==> config.mk <==
export PLATFORM = sky130hd
export DESIGN_NAME = id_ex_reg
export DESIGN_NICKNAME = d
export VERILOG_FILES = /design/src/rtl/id_ex_reg.sv
export SDC_FILE = /design/constraint.sdc
export NUM_CORES = 1
export LEC_CHECK = 0
export ABC_AREA = 0
export ABC_CLOCK_PERIOD_IN_PS = 900
export BUFFER_PORTS_ARGS = -buffer_cell sky130_fd_sc_hd__buf_2
export CAP_MARGIN = 20
export CORE_UTILIZATION = 40
export DETAILED_ROUTE_END_ITERATION = 10
export MAX_ROUTING_LAYER = met4
export PLACE_DENSITY = 0.8
export SLEW_MARGIN = 20
export SYNTH_ARGS = -nofsm -noshare
export SYNTH_HDL_FRONTEND = slang
export SYNTH_SLANG_ARGS = --single-unit
==> constraint.sdc <==
create_clock -name clk -period 0.9 [get_ports clk]
set_input_delay 0.045 -clock clk [delete_from_list [all_inputs] [get_ports clk]]
set_output_delay 0.045 -clock clk [all_outputs]
set_load 0.02 [all_outputs]
==> src/rtl/id_ex_reg.sv <==
// ID/EX pipeline register: decode-stage bundle captured for execute.
// Optional FORWARDING_EN adds source register numbers for the forwarding unit.
module id_ex_reg (
  input  logic        clk,
  input  logic        rst,
  input  logic        freeze,
  input  logic        flush,
  input  logic [31:0] pc_in,
  input  logic        wb_en_in,
  input  logic        mem_r_en_in,
  input  logic        mem_w_en_in,
  input  logic [3:0]  exe_cmd_in,
  input  logic        b_in,
  input  logic        s_in,
  input  logic [31:0] val_rn_in,
  input  logic [31:0] val_rm_in,
  input  logic        imm_in,
  input  logic [11:0] shift_operand_in,
  input  logic [23:0] signed_imm_24_in,
  input  logic [3:0]  dest_in,
  input  logic [3:0]  sr_in,
`ifdef FORWARDING_EN
  input  logic [3:0]  src1_in,
  input  logic [3:0]  src2_in,
  output logic [3:0]  src1_out,
  output logic [3:0]  src2_out,
`endif
  output logic [31:0] pc_out,
  output logic        wb_en_out,
  output logic        mem_r_en_out,
  output logic        mem_w_en_out,
  output logic [3:0]  exe_cmd_out,
  output logic        b_out,
  output logic        s_out,
  output logic [31:0] val_rn_out,
  output logic [31:0] val_rm_out,
  output logic        imm_out,
  output logic [11:0] shift_operand_out,
  output logic [23:0] signed_imm_24_out,
  output logic [3:0]  dest_out,
  output logic [3:0]  sr_out,
  output logic        is_mem_out,
  output logic        valid_out
);

  typedef struct packed {
`ifdef FORWARDING_EN
    logic [3:0]  src1;
    logic [3:0]  src2;
`endif
    logic [31:0] pc;
    logic        wb_en;
    logic        mem_r_en;
    logic        mem_w_en;
    logic [3:0]  exe_cmd;
    logic        b;
    logic        s;
    logic [31:0] val_rn;
    logic [31:0] val_rm;
    logic        imm;
    logic [11:0] shift_operand;
    logic [23:0] signed_imm_24;
    logic [3:0]  dest;
    logic [3:0]  sr;
    logic        is_mem;
    logic        valid;
  } id_ex_t;

  id_ex_t d;
  id_ex_t q;

  always_comb begin
    d               = '0;
`ifdef FORWARDING_EN
    d.src1          = src1_in;
    d.src2          = src2_in;
`endif
    d.pc            = pc_in;
    d.wb_en         = wb_en_in;
    d.mem_r_en      = mem_r_en_in;
    d.mem_w_en      = mem_w_en_in;
    d.exe_cmd       = exe_cmd_in;
    d.b             = b_in;
    d.s             = s_in;
    d.val_rn        = val_rn_in;
    d.val_rm        = val_rm_in;
    d.imm           = imm_in;
    d.shift_operand = shift_operand_in;
    d.signed_imm_24 = signed_imm_24_in;
    d.dest          = dest_in;
    d.sr            = sr_in;
    d.is_mem        = mem_r_en_in | mem_w_en_in;
    d.valid         = 1'b1;
  end

  // flush beats freeze so a killed slot never lingers as a stall
  always_ff @(posedge clk) begin
    if (rst)
      q <= '0;
    else if (flush)
      q <= '0;
    else if (!freeze)
      q <= d;
  end

`ifdef FORWARDING_EN
  assign src1_out          = q.src1;
  assign src2_out          = q.src2;
`endif
  assign pc_out            = q.pc;
  assign wb_en_out         = q.wb_en;
  assign mem_r_en_out      = q.mem_r_en;
  assign mem_w_en_out      = q.mem_w_en;
  assign exe_cmd_out       = q.exe_cmd;
  assign b_out             = q.b;
  assign s_out             = q.s;
  assign val_rn_out        = q.val_rn;
  assign val_rm_out        = q.val_rm;
  assign imm_out           = q.imm;
  assign shift_operand_out = q.shift_operand;
  assign signed_imm_24_out = q.signed_imm_24;
  assign dest_out          = q.dest;
  assign sr_out            = q.sr;
  assign is_mem_out        = q.is_mem;
  assign valid_out         = q.valid;

endmodule

# Yosys cells after proc, flatten, opt, wreduce, memory -nomap -nowiden
# Cells that the tools add are included.
[word_totals]
in_bits = 154
elab_cells = 18
out_inout_bits = 152
regBits = 152
[classes]
bitwise_logic = 1
n_reduce_logical = 1
[op_table]
columns = ["cell", "n"]
rows = [
  ["$reduce_or A2 Y1", 1],
  ["$or A1 B1 Y1", 1],
]

# Longest topological paths before layout
# Gate-level depths: netlist of the first run.
[logic_depth]
depth_word = 1
depth_mapped = 5
ltp_nobuf = 2

# Least setup slack after synthesis of the first run
# Ideal clock, no wire load.
[synth_path]
path_kind = "input to register"
from = "in flush"
to = "reg q, in the netlist val_rm_out[14]"
path_slack_ps = 80
arrival_ps = 757
n_path_buf = 3
t_required_ps = 837
cell_stages = 5
setup_ps = 63
path_cell_list = "or2_1 > buf_6 > buf_6 > buf_6 > nor2_2"
[synth_via]
elab_chain_cells = 1
[synth_lines]
columns = ["element", "line_no", "rtl"]
rows = [
  ["start, declared", "7", "input logic flush,"],
  ["$reduce_or A2 Y1 (no source line)", "-", ""],
  ["end signal, assigned", "99", "q <= '0;"],
  ["end signal, assigned", "101", "q <= '0;"],
  ["end signal, assigned", "103", "q <= d;"],
  ["end, declared", "70", "id_ex_t q;"],
]
# No other way between the ends.
# A chain may end at the register's enable or synchronous reset.

==> reports/metrics.yaml, run 1 <==
synthCells: 492
finalHoldViolCount: 0
ir_drop_mv: 1.04
cp_slowest_stage_delay_ns: 0.33
num_io_pins: 306
netlist_area_um2: 5440
holdPathStages: 3
grt_start_max_net_pins: 47
r2r_slack_ns: -0.08
power.internal_uw: 13400
io_buffers: 305
start_util_pct: 41.1
r2r-end: "val_rn_out[25]$_SDFFE_PP0N_"
finalPower_uw: 17800
cap_viol_max_count: 0
crit_fanout: 2
clock_path_buffers: 2
htree_levels: 4
total_leakage_power_uw: 0.00520
synth_common_cells: "152 x dfxtp_1, 150 x mux2i_1, 140 x nor2_1, 18 x buf_6, 10 x nor2_2"
skew_ns: 0
routed_wl_um: 22900
synth.top_cell.area_share_pct: 55.9
p_per_area_nw_per_um2: 1660
drc: 0
post_dp_cell_area_um2: 7120
synth.distinct_cells: 13
yosys-top-cells-area: "dfxtp_1 56%, mux2i_1 28%, nor2_1 9.7%"
startpoint_type: "flip-flop"
die_x_um: 119
cts.sinks: 152
yosys.area.top_type: "dfxtp_1"
relSlewSlack_pct: 79.4
via_count: 5895
grt_pass1_vias: 6306
path_clk_slew_ns: 0.07
path_cells: "buf_4, mux2i_1, nor2_1"
rsz0062_at_grt: "true"
drive_above_1_share_pct: 55.7
yosysMostFrequentCell: "dfxtp_1"
worst_pin_slew_ns: 0.301
hold_start: "rst"
grt_pass1_wl_um: 34300
viasPerCell: 4.99
fmaxAchievable_mhz: 1020
p_clk_share_pct: 44.0
postRouteAntennaNets: 0
slew_violations: 0
overflow: 0
worst_slack_ns: -0.0772
cts_tree: "yes"
synth_edf_count: 0
hold_path_class: "in -> reg"
cts_root_buffer: "clkbuf_16"
min_to: "shift_operand_out[8]$_SDFFE_PP0N_"
die_area_um2: 14100
drt-wirelength-per-cell_um: 19.4
ys.flop_type: "dfxtp_1"
p_sw_uw: 4420
antenna_found_initial: 1
nets: 1146
worst-path-buf-inv: 1
reg2regPathDepth: 3
dr.pass1.iters: 4
finalSetupViolCount: 155
die_h_um: 119
postLayoutCellArea_um2: 10700
cp.arrival_ns: 1.27
instances_no_fill: 1182
worstReg2RegStart: "val_rn_out[25]$_SDFFE_PP0N_"
coreArea_um2: 13200
p_seq_share_pct: 40.3
clock_latency_ns: 0.42
area_delta_synth_final_pct: 97.4
finalCritPeriodShare_pct: 109
combPwrFrac_pct: 15.7
p_sw_share_pct: 24.8
layout_min_cycle_time_ns: 0.977
cp.required_ns: 1.19
gp_congestion: 0.808
ys_ff_latch: 152
first_iter_violations: 416
critical_path_class: "reg -> reg"
dp_hpwl_um: 9970
dp_cells: 956
cp-end-kind: "flip-flop"
crit_family: "flip-flops"
synth_warnings: 0
syn_nets: 646
status: "finished, violations left"
yosysSeqAreaShare_pct: 55.9
track_usage_pct: 32.7
synth-async-reset-ratio_pct: 0
violations: "negative setup slack"
fp-row-count: 42
cts_inserted_buffers: 17
avgSynthCellArea_um2: 11.1
critPathSlowestCell: "dfxtp_2"
-- worst max path at each step --
stage,from,endpoint,cells after the start
2_1_floorplan,flush,val_rm_out[14]$_SDFFE_PP0N_,5
5_1_grt,sr_out[3]$_SDFFE_PP0N_,sr_out[3],1
4_1_cts,val_rn_out[13]$_SDFFE_PP0N_,val_rn_out[13],1
6_report,val_rn_out[25]$_SDFFE_PP0N_,val_rn_out[25]$_SDFFE_PP0N_,3
3_3_place_gp,freeze,val_rm_out[18]$_SDFFE_PP0N_,4
3_5_place_dp,freeze,val_rm_out[15]$_SDFFE_PP0N_,4
-- cells by family after synthesis --
family                 after synthesis  share of synthesized area, %
muxes                              150                          27.6
buffers and inverters               35                          5.15
DFF                                152                          55.9
AOI/OAI and AO/OA                    1                        0.0919
and+or+nand+nor                    154                          11.2
-- cell type report --
type	instances	area (µm²)
Sequential cell	152	3230
Fill cell	643	2500
Multi-Input combinational cell	305	2120
Timing Repair Buffer	515	4510
Antenna cell	1	2.50
Clock buffer	19	453
Inverter	1	3.75
Clock inverter	13	194
Tap cell	176	220
-- sequential cells by signal (all words and copies together), names as in the netlist --
signal and flops:
shift_operand_out 12, valid_out 1, sr_out 4, mem_w_en_out 1
val_rm_out 32, pc_out 32, b_out 1, wb_en_out 1
signed_imm_24_out 24, exe_cmd_out 4, mem_r_en_out 1, is_mem_out 1
s_out 1, imm_out 1, val_rn_out 32, dest_out 4
-- layout by cell type, fill, tap and decap left out, drive strengths merged --
cell           n
clkinv         3
bufinv         4
clkbuf        20
clkinvlp       4
inv            3
nor2         150
nor2b          1
diode          1
a21oi          1
mux2i        150
or2            1
buf          364
dlygate4sd3  150
nor3           2
dfxtp        152
-- worst register-to-register path: cells and delay by family (launching register included) --
| family | cells | cell delay [ns] |
|---|---|---|
| DFF | 1 | 0.33 |
| muxes | 1 | 0.26 |
| buffers and inverters | 1 | 0.14 |
| and+or+nand+nor | 1 | 0.12 |
-- power by group through the flow --
stage / Combinational (µW) / Clock, µW / Sequential [µW]
4_1_cts: 2540 / 7790 / 7150
5_1_grt: 2920 / 8190 / 7200
6_report: 2790 / 7820 / 7180
3_5_place_dp: 1740 / 0 / 7210
3_3_place_gp: 1710 / 0 / 7200
2_1_floorplan: 786 / 0 / 7480
-- through the flow --
stage | hold slack [ns] | setup WS [ns] | utilization (%) | setup TNS, ns
4_1_cts | 0.00497 | -0.0477 | 79.3 | -4.64
3_5_place_dp | 0.281 | -0.0163 | 53.8 | -0.0659
3_3_place_gp | 0.272 | 0.0119 | 53.8 | 0
2_1_floorplan | 0.189 | 0.0803 | - | 0
5_1_grt | 0.0419 | -0.0814 | 81.1 | -8.12
6_report | 0.0366 | -0.0772 | 81.1 | -3.23
-- repair_timing --
action / in CTS / in global routing
resized for setup: 456 / 0
hold endpoints to repair: 151 / 0
hold buffers: 150 / 0
setup buffers: 12 / 31
endpoints found under the setup margin: 152 / 152
-- metal layers --
layer	vias up	wire (µm)	GRT usage (%)
li1	2631	-	-
met1	2782	8170	33.4
met2	378	11600	57.2
met3	104	1800	8.40
met4	0	1300	17.6
met5	-	0	-
Power figures use the tool's default switching activity.
==> run 2, diff against run 1 <==
--- a/config.mk
+++ b/config.mk
@@ -12,7 +12,8 @@
 export CORE_UTILIZATION = 40
 export DETAILED_ROUTE_END_ITERATION = 10
 export MAX_ROUTING_LAYER = met4
-export PLACE_DENSITY = 0.8
+export PLACE_DENSITY = 0.82
+export SKIP_LAST_GASP = 1
 export SLEW_MARGIN = 20
 export SYNTH_ARGS = -nofsm -noshare
 export SYNTH_HDL_FRONTEND = slang
==> run 2 against run 1 <==
  * The run still ends with negative setup slack left
  * Sequential power hardly changed
  * Die area stayed put
  * Clock skew stayed put
  * Combinational power is 3% higher
  * Register-to-register slack worse by 0.04 ns
  * Core utilization is 0.22 points higher
  * Clock-buffer cell count is 3 higher
  * Final area is 0.27% higher
  * Worst hold slack better by 0.070 ns
  * Largest power group unchanged
==> reports/metrics.yaml, run 2 (same netlist as run 1, synthesis figures left out) <==
coreArea_um2: 13200  # unchanged
dr.pass1.iters: 5  # was 4
first_iter_violations: 369  # was 416
start_util_pct: 41.1  # unchanged
combPwrFrac_pct: 16.3  # was 15.7%
overflow: 0  # unchanged
cts_inserted_buffers: 17  # unchanged
instances_no_fill: 1191  # was 1182
total_leakage_power_uw: 0.00523  # was 0.00520 µW
finalHoldViolCount: 0  # unchanged
critical_path_class: "reg -> reg"  # unchanged
p_clk_share_pct: 42.8  # was 44.0%
mostFrequentLayoutCells: "152 x buf_2, 152 x buf_6, 151 x dfxtp_2, 150 x mux2i_1, 150 x dlygate4sd3_1"  # was 152 x dfxtp_2, 152 x buf_2, 152 x buf_6, 150 x mux2i_1, 150 x dlygate4sd3_1
htree_levels: 4  # unchanged
slew_violations: 0  # unchanged
dp_hpwl_um: 10100  # was 9970 µm
io_buffers: 305  # unchanged
power.internal_uw: 13200  # was 13400 µW
cap_viol_max_count: 0  # unchanged
routed_wl_um: 24600  # was 22900 µm
ir_drop_mv: 1.09  # was 1.04 mV
antenna_found_initial: 1  # unchanged
cts_tree: "yes"  # unchanged
num_io_pins: 306  # unchanged
area_delta_synth_final_pct: 97.9  # was 97.4%
p_sw_share_pct: 25.0  # was 24.8%
violations: "negative setup slack"  # unchanged
regArea_um2: 3240  # was 3230 µm²
cp.required_ns: 1.18  # was 1.19 ns
drc: 0  # unchanged
clock_path_buffers: 2  # unchanged
path_clk_slew_ns: 0.06  # was 0.07 ns
drive_above_1_share_pct: 55.9  # was 55.7%
p_per_area_nw_per_um2: 1630  # was 1660 nW/µm²
cp-end-kind: "flip-flop"  # unchanged
fillers: 617  # was 643
via_count: 6054  # was 5895
p_sw_uw: 4400  # was 4420 µW
postRouteAntennaNets: 0  # unchanged
pre_cts_ws_ns: -0.0297  # was -0.0163 ns
finalCritPeriodShare_pct: 113  # was 109%
skew_ns: 0  # unchanged
multi_input_area_um2: 2120  # unchanged
die_x_um: 119  # unchanged
gp_congestion: 0.757  # was 0.808
relSlewSlack_pct: 76.4  # was 79.4%
dp_cells: 962  # was 956
die_area_um2: 14100  # unchanged
startpoint_type: "flip-flop"  # unchanged
r2r_slack_ns: -0.11  # was -0.08 ns
rsz0062_at_grt: "true"  # unchanged
worst_pin_slew_ns: 0.344  # was 0.301 ns
crit_fanout: 2  # unchanged
die_h_um: 119  # unchanged
finalSetupViolCount: 150  # was 155
layout_min_cycle_time_ns: 1.01  # was 0.977 ns
nets: 1155  # was 1146
fmaxAchievable_mhz: 986  # was 1020 MHz
clock_latency_ns: 0.41  # was 0.42 ns
track_usage_pct: 33.1  # was 32.7%
viasPerCell: 5.08  # was 4.99
status: "finished, violations left"  # unchanged
cts.sinks: 152  # unchanged
grt_pass1_wl_um: 34500  # was 34300 µm
worst_slack_ns: -0.114  # was -0.0772 ns
p_seq_share_pct: 40.9  # was 40.3%
drt-wirelength-per-cell_um: 20.7  # was 19.4 µm
fp-row-count: 42  # unchanged
cts_root_buffer: "clkbuf_16"  # unchanged
grt_pass1_vias: 6373  # was 6306
cp.arrival_ns: 1.29  # was 1.27 ns
grt_start_max_net_pins: 45  # was 47
hold_path_class: "in -> reg"  # unchanged
## run 2: area by class of cell
type                       instances  share of cell area [%]
inverter                           1                  0.0349
multi-input combinational        305                    19.7
clock inverter                    10                    1.34
tap                              176                    2.05
clock buffer                      22                    4.40
timing repair buffer             524                    42.4
sequential                       152                    30.0
antenna                            1                  0.0232
## run 2: what timing repair did
| action | CTS | global route |
|---|---|---|
| hold buffers | 150 | 0 |
| pin swaps | 0 | 0 |
| hold endpoints to repair | 151 | 0 |
| gates resized for setup | 456 | 1 |
| setup endpoints to repair | 152 | 152 |
| buffers inserted | 13 | 33 |
## run 2: worst max-delay path, cell delays in order (launching register included)
cell and delay (ns):
dfxtp_2 0.34, buf_4 0.14, mux2i_1 0.26, nor2_1 0.14
## run 2: worst paths after layout
path / endpoint / depth (start not counted) / from
worst max-delay path: shift_operand_out[9]$_SDFFE_PP0N_ / 3 / shift_operand_out[9]$_SDFFE_PP0N_
worst min-delay path: is_mem_out$_SDFFE_PP0N_ / 3 / rst
worst max register to register: shift_operand_out[9]$_SDFFE_PP0N_ / 3 / shift_operand_out[9]$_SDFFE_PP0N_
worst min register to register: valid_out$_SDFFE_PP0N_ / 2 / valid_out$_SDFFE_PP0N_
## run 2: power by group through the flow
stage | clock, µW | sequential (µW) | combinational (µW)
after floorplan | 0 | 7480 | 786
after global placement | 0 | 7200 | 1730
after detailed placement | 0 | 7210 | 1760
after CTS | 7460 | 7150 | 2560
after global routing | 7860 | 7200 | 2970
final | 7520 | 7190 | 2860
## run 2: metrics by stage
| stage | cell area, µm² | setup TNS [ns] | util, % | hold slack (ns) | power (µW) |
|---|---|---|---|---|---|
| floorplan | 5440 | 0 | - | 0.189 | 8270 |
| global placement | 7160 | 0 | 54.0 | 0.272 | 8920 |
| detailed placement | 7160 | -0.141 | 54.0 | 0.282 | 8960 |
| CTS | 10500 | -2.61 | 79.4 | 0.0983 | 17200 |
| global route | 10800 | -6.85 | 81.3 | 0.121 | 18000 |
| finish | 10800 | -3.10 | 81.3 | 0.107 | 17600 |
## run 2: routing by layer
layer  GRT usage (%)  vias up  share of wire [%]
li1                -     2640                  -
met1            32.9     2894                 35
met2            59.3      412                 52
met3            7.38      108                7.6
met4            18.8        0                5.7
met5               -        -                  0
==> run 3, diff against run 2 <==
--- a/config.mk
+++ b/config.mk
@@ -13,6 +13,7 @@
 export DETAILED_ROUTE_END_ITERATION = 10
 export MAX_ROUTING_LAYER = met4
 export PLACE_DENSITY = 0.82
+export RECOVER_POWER = 100
 export SKIP_LAST_GASP = 1
 export SLEW_MARGIN = 20
 export SYNTH_ARGS = -nofsm -noshare
==> run 3 against run 2 <==
  * Fmax stayed put
  * Core utilization hardly changed
  * Sequential cell count stayed put
  * Critical path depth stayed put
  * The run still ends with negative setup slack left
  * Sequential share of layout area hardly changed
==> reports/metrics.yaml, run 3 (same netlist as run 1, synthesis figures left out) <==
grt_start_max_net_pins: 45  # unchanged
drt-wirelength-per-cell_um: 20.7  # unchanged
rsz0062_at_grt: "true"  # unchanged
cap_viol_max_count: 0  # unchanged
pre_cts_ws_ns: -0.0297  # unchanged
fp-row-count: 42  # unchanged
setup_tns_ns: -3.17  # was -3.10 ns
cp-end-kind: "flip-flop"  # unchanged
die_x_um: 119  # unchanged
finalPower_uw: 17600  # about the same
dp_hpwl_um: 10100  # unchanged
regArea_um2: 3230  # was 3240 µm²
total_leakage_power_uw: 0.00523  # about the same
htree_levels: 4  # unchanged
start_util_pct: 41.1  # unchanged
reg2regPathDepth: 3  # unchanged
cts_root_buffer: "clkbuf_16"  # unchanged
dr.pass1.iters: 5  # unchanged
r2r-end: "shift_operand_out[9]$_SDFFE_PP0N_"  # unchanged
p_per_area_nw_per_um2: 1630  # about the same
cts.sinks: 152  # unchanged
num_io_pins: 306  # unchanged
ir_drop_mv: 1.09  # unchanged
status: "finished, violations left"  # unchanged
drc: 0  # unchanged
multi_input_area_um2: 2120  # unchanged
worst_slack_ns: -0.114  # unchanged
gp_congestion: 0.757  # unchanged
grt_pass1_vias: 6373  # unchanged
finalCritPeriodShare_pct: 113  # unchanged
critical_path_class: "reg -> reg"  # unchanged
skew_ns: 0  # unchanged
cp.arrival_ns: 1.29  # about the same
die_area_um2: 14100  # unchanged
cts_tree: "yes"  # unchanged
routed_wl_um: 24600  # unchanged
clock_latency_ns: 0.41  # about the same
clock_path_buffers: 2  # unchanged
relSlewSlack_pct: 76.4  # unchanged
overflow: 0  # unchanged
min_to: "is_mem_out$_SDFFE_PP0N_"  # unchanged
postRouteAntennaNets: 0  # unchanged
finalHoldViolCount: 0  # unchanged
layout_min_cycle_time_ns: 1.01  # unchanged
grt_pass1_wl_um: 34500  # unchanged
r2r_slack_ns: -0.11  # about the same
hold_path_class: "in -> reg"  # unchanged
track_usage_pct: 33.1  # unchanged
slew_violations: 0  # unchanged
cts_inserted_buffers: 17  # unchanged
fillers: 618  # was 617
crit_fanout: 2  # unchanged
hold_ws_ns: 0.107  # unchanged
viasPerCell: 5.08  # unchanged
mostFrequentLayoutCells: "152 x buf_2, 152 x buf_6, 150 x mux2i_1, 150 x dlygate4sd3_1, 148 x dfxtp_2"  # was 152 x buf_2, 152 x buf_6, 151 x dfxtp_2, 150 x mux2i_1, 150 x dlygate4sd3_1
worst_pin_slew_ns: 0.344  # unchanged
worstReg2RegStart: "shift_operand_out[9]$_SDFFE_PP0N_"  # unchanged
violations: "negative setup slack"  # unchanged
antenna_found_initial: 1  # unchanged
finalSetupViolCount: 151  # was 150
final_util_pct: 81.3  # about the same
die_h_um: 119  # unchanged
holdPathStages: 3  # unchanged
io_buffers: 305  # unchanged
coreArea_um2: 13200  # unchanged
first_iter_violations: 369  # unchanged
area_delta_synth_final_pct: 97.9  # about the same
fmaxAchievable_mhz: 986  # unchanged
nets: 1155  # unchanged
hold_start: "rst"  # unchanged
via_count: 6054  # unchanged
startpoint_type: "flip-flop"  # unchanged
cp.required_ns: 1.18  # about the same
path_clk_slew_ns: 0.06  # about the same
critPathLaunch: "shift_operand_out[9]$_SDFFE_PP0N_"  # unchanged
drive_above_1_share_pct: 55.6  # was 55.9%
## run 3: cell counts in the layout (fill, tap and decap cells not counted)
No cell type changed its count.
## run 3: through the flow
stage | area (µm²) | std cells
after floorplan | 5440 | 492
after global placement | 7160 | 962
after detailed placement | 7160 | 962
after CTS | 10500 | 1157
after global routing | 10800 | 1191
final | 10800 | 1191
## run 3: worst max-delay path by stage
stage                                        end  slack (ns)  cells past startpoint
6_report       shift_operand_out[9]$_SDFFE_PP0N_       -0.11                      3
3_3_place_gp              pc_out[0]$_SDFFE_PP0N_        0.02                      4
5_1_grt        shift_operand_out[9]$_SDFFE_PP0N_        -0.1                      3
3_5_place_dp         val_rn_out[14]$_SDFFE_PP0N_       -0.03                      4
4_1_cts                              dest_out[1]       -0.06                      1
2_1_floorplan        val_rm_out[14]$_SDFFE_PP0N_        0.08                      5
## run 3: final cells by class
class,count,area share (%)
Inverter,1,0.0349
Timing Repair Buffer,524,42.4
Clock buffer,22,4.41
Tap cell,176,2.05
Antenna cell,1,0.0232
Multi-Input combinational cell,305,19.7
Sequential cell,152,30.0
Clock inverter,10,1.34
## run 3: timing repair
item	in CTS	in global routing
hold buffers	150	0
resized for setup	456	1
buffers inserted	13	33
setup endpoints to repair	152	152
endpoints found under the hold margin	151	0
## run 3: metal layers
layer,up-vias,wire length (µm),GRT usage [%]
met1,2894,8500,32.9
met2,412,12800,59.3
met4,0,1410,18.8
met5,-,0,-
li1,2640,-,-
met3,108,1860,7.38
## run 3: critical path, cell delays in order (launching register included)
cell and delay (ns):
dfxtp_2 0.34, buf_4 0.14, mux2i_1 0.26, nor2_1 0.14
## run 3: report_power, final
part | switching (µW) | total [µW] | internal, µW | leakage [µW]
sequential | 189 | 7180 | 7000 | 0.00131
clock | 2920 | 7520 | 4600 | 0.000293
combinational | 1290 | 2860 | 1570 | 0.00363
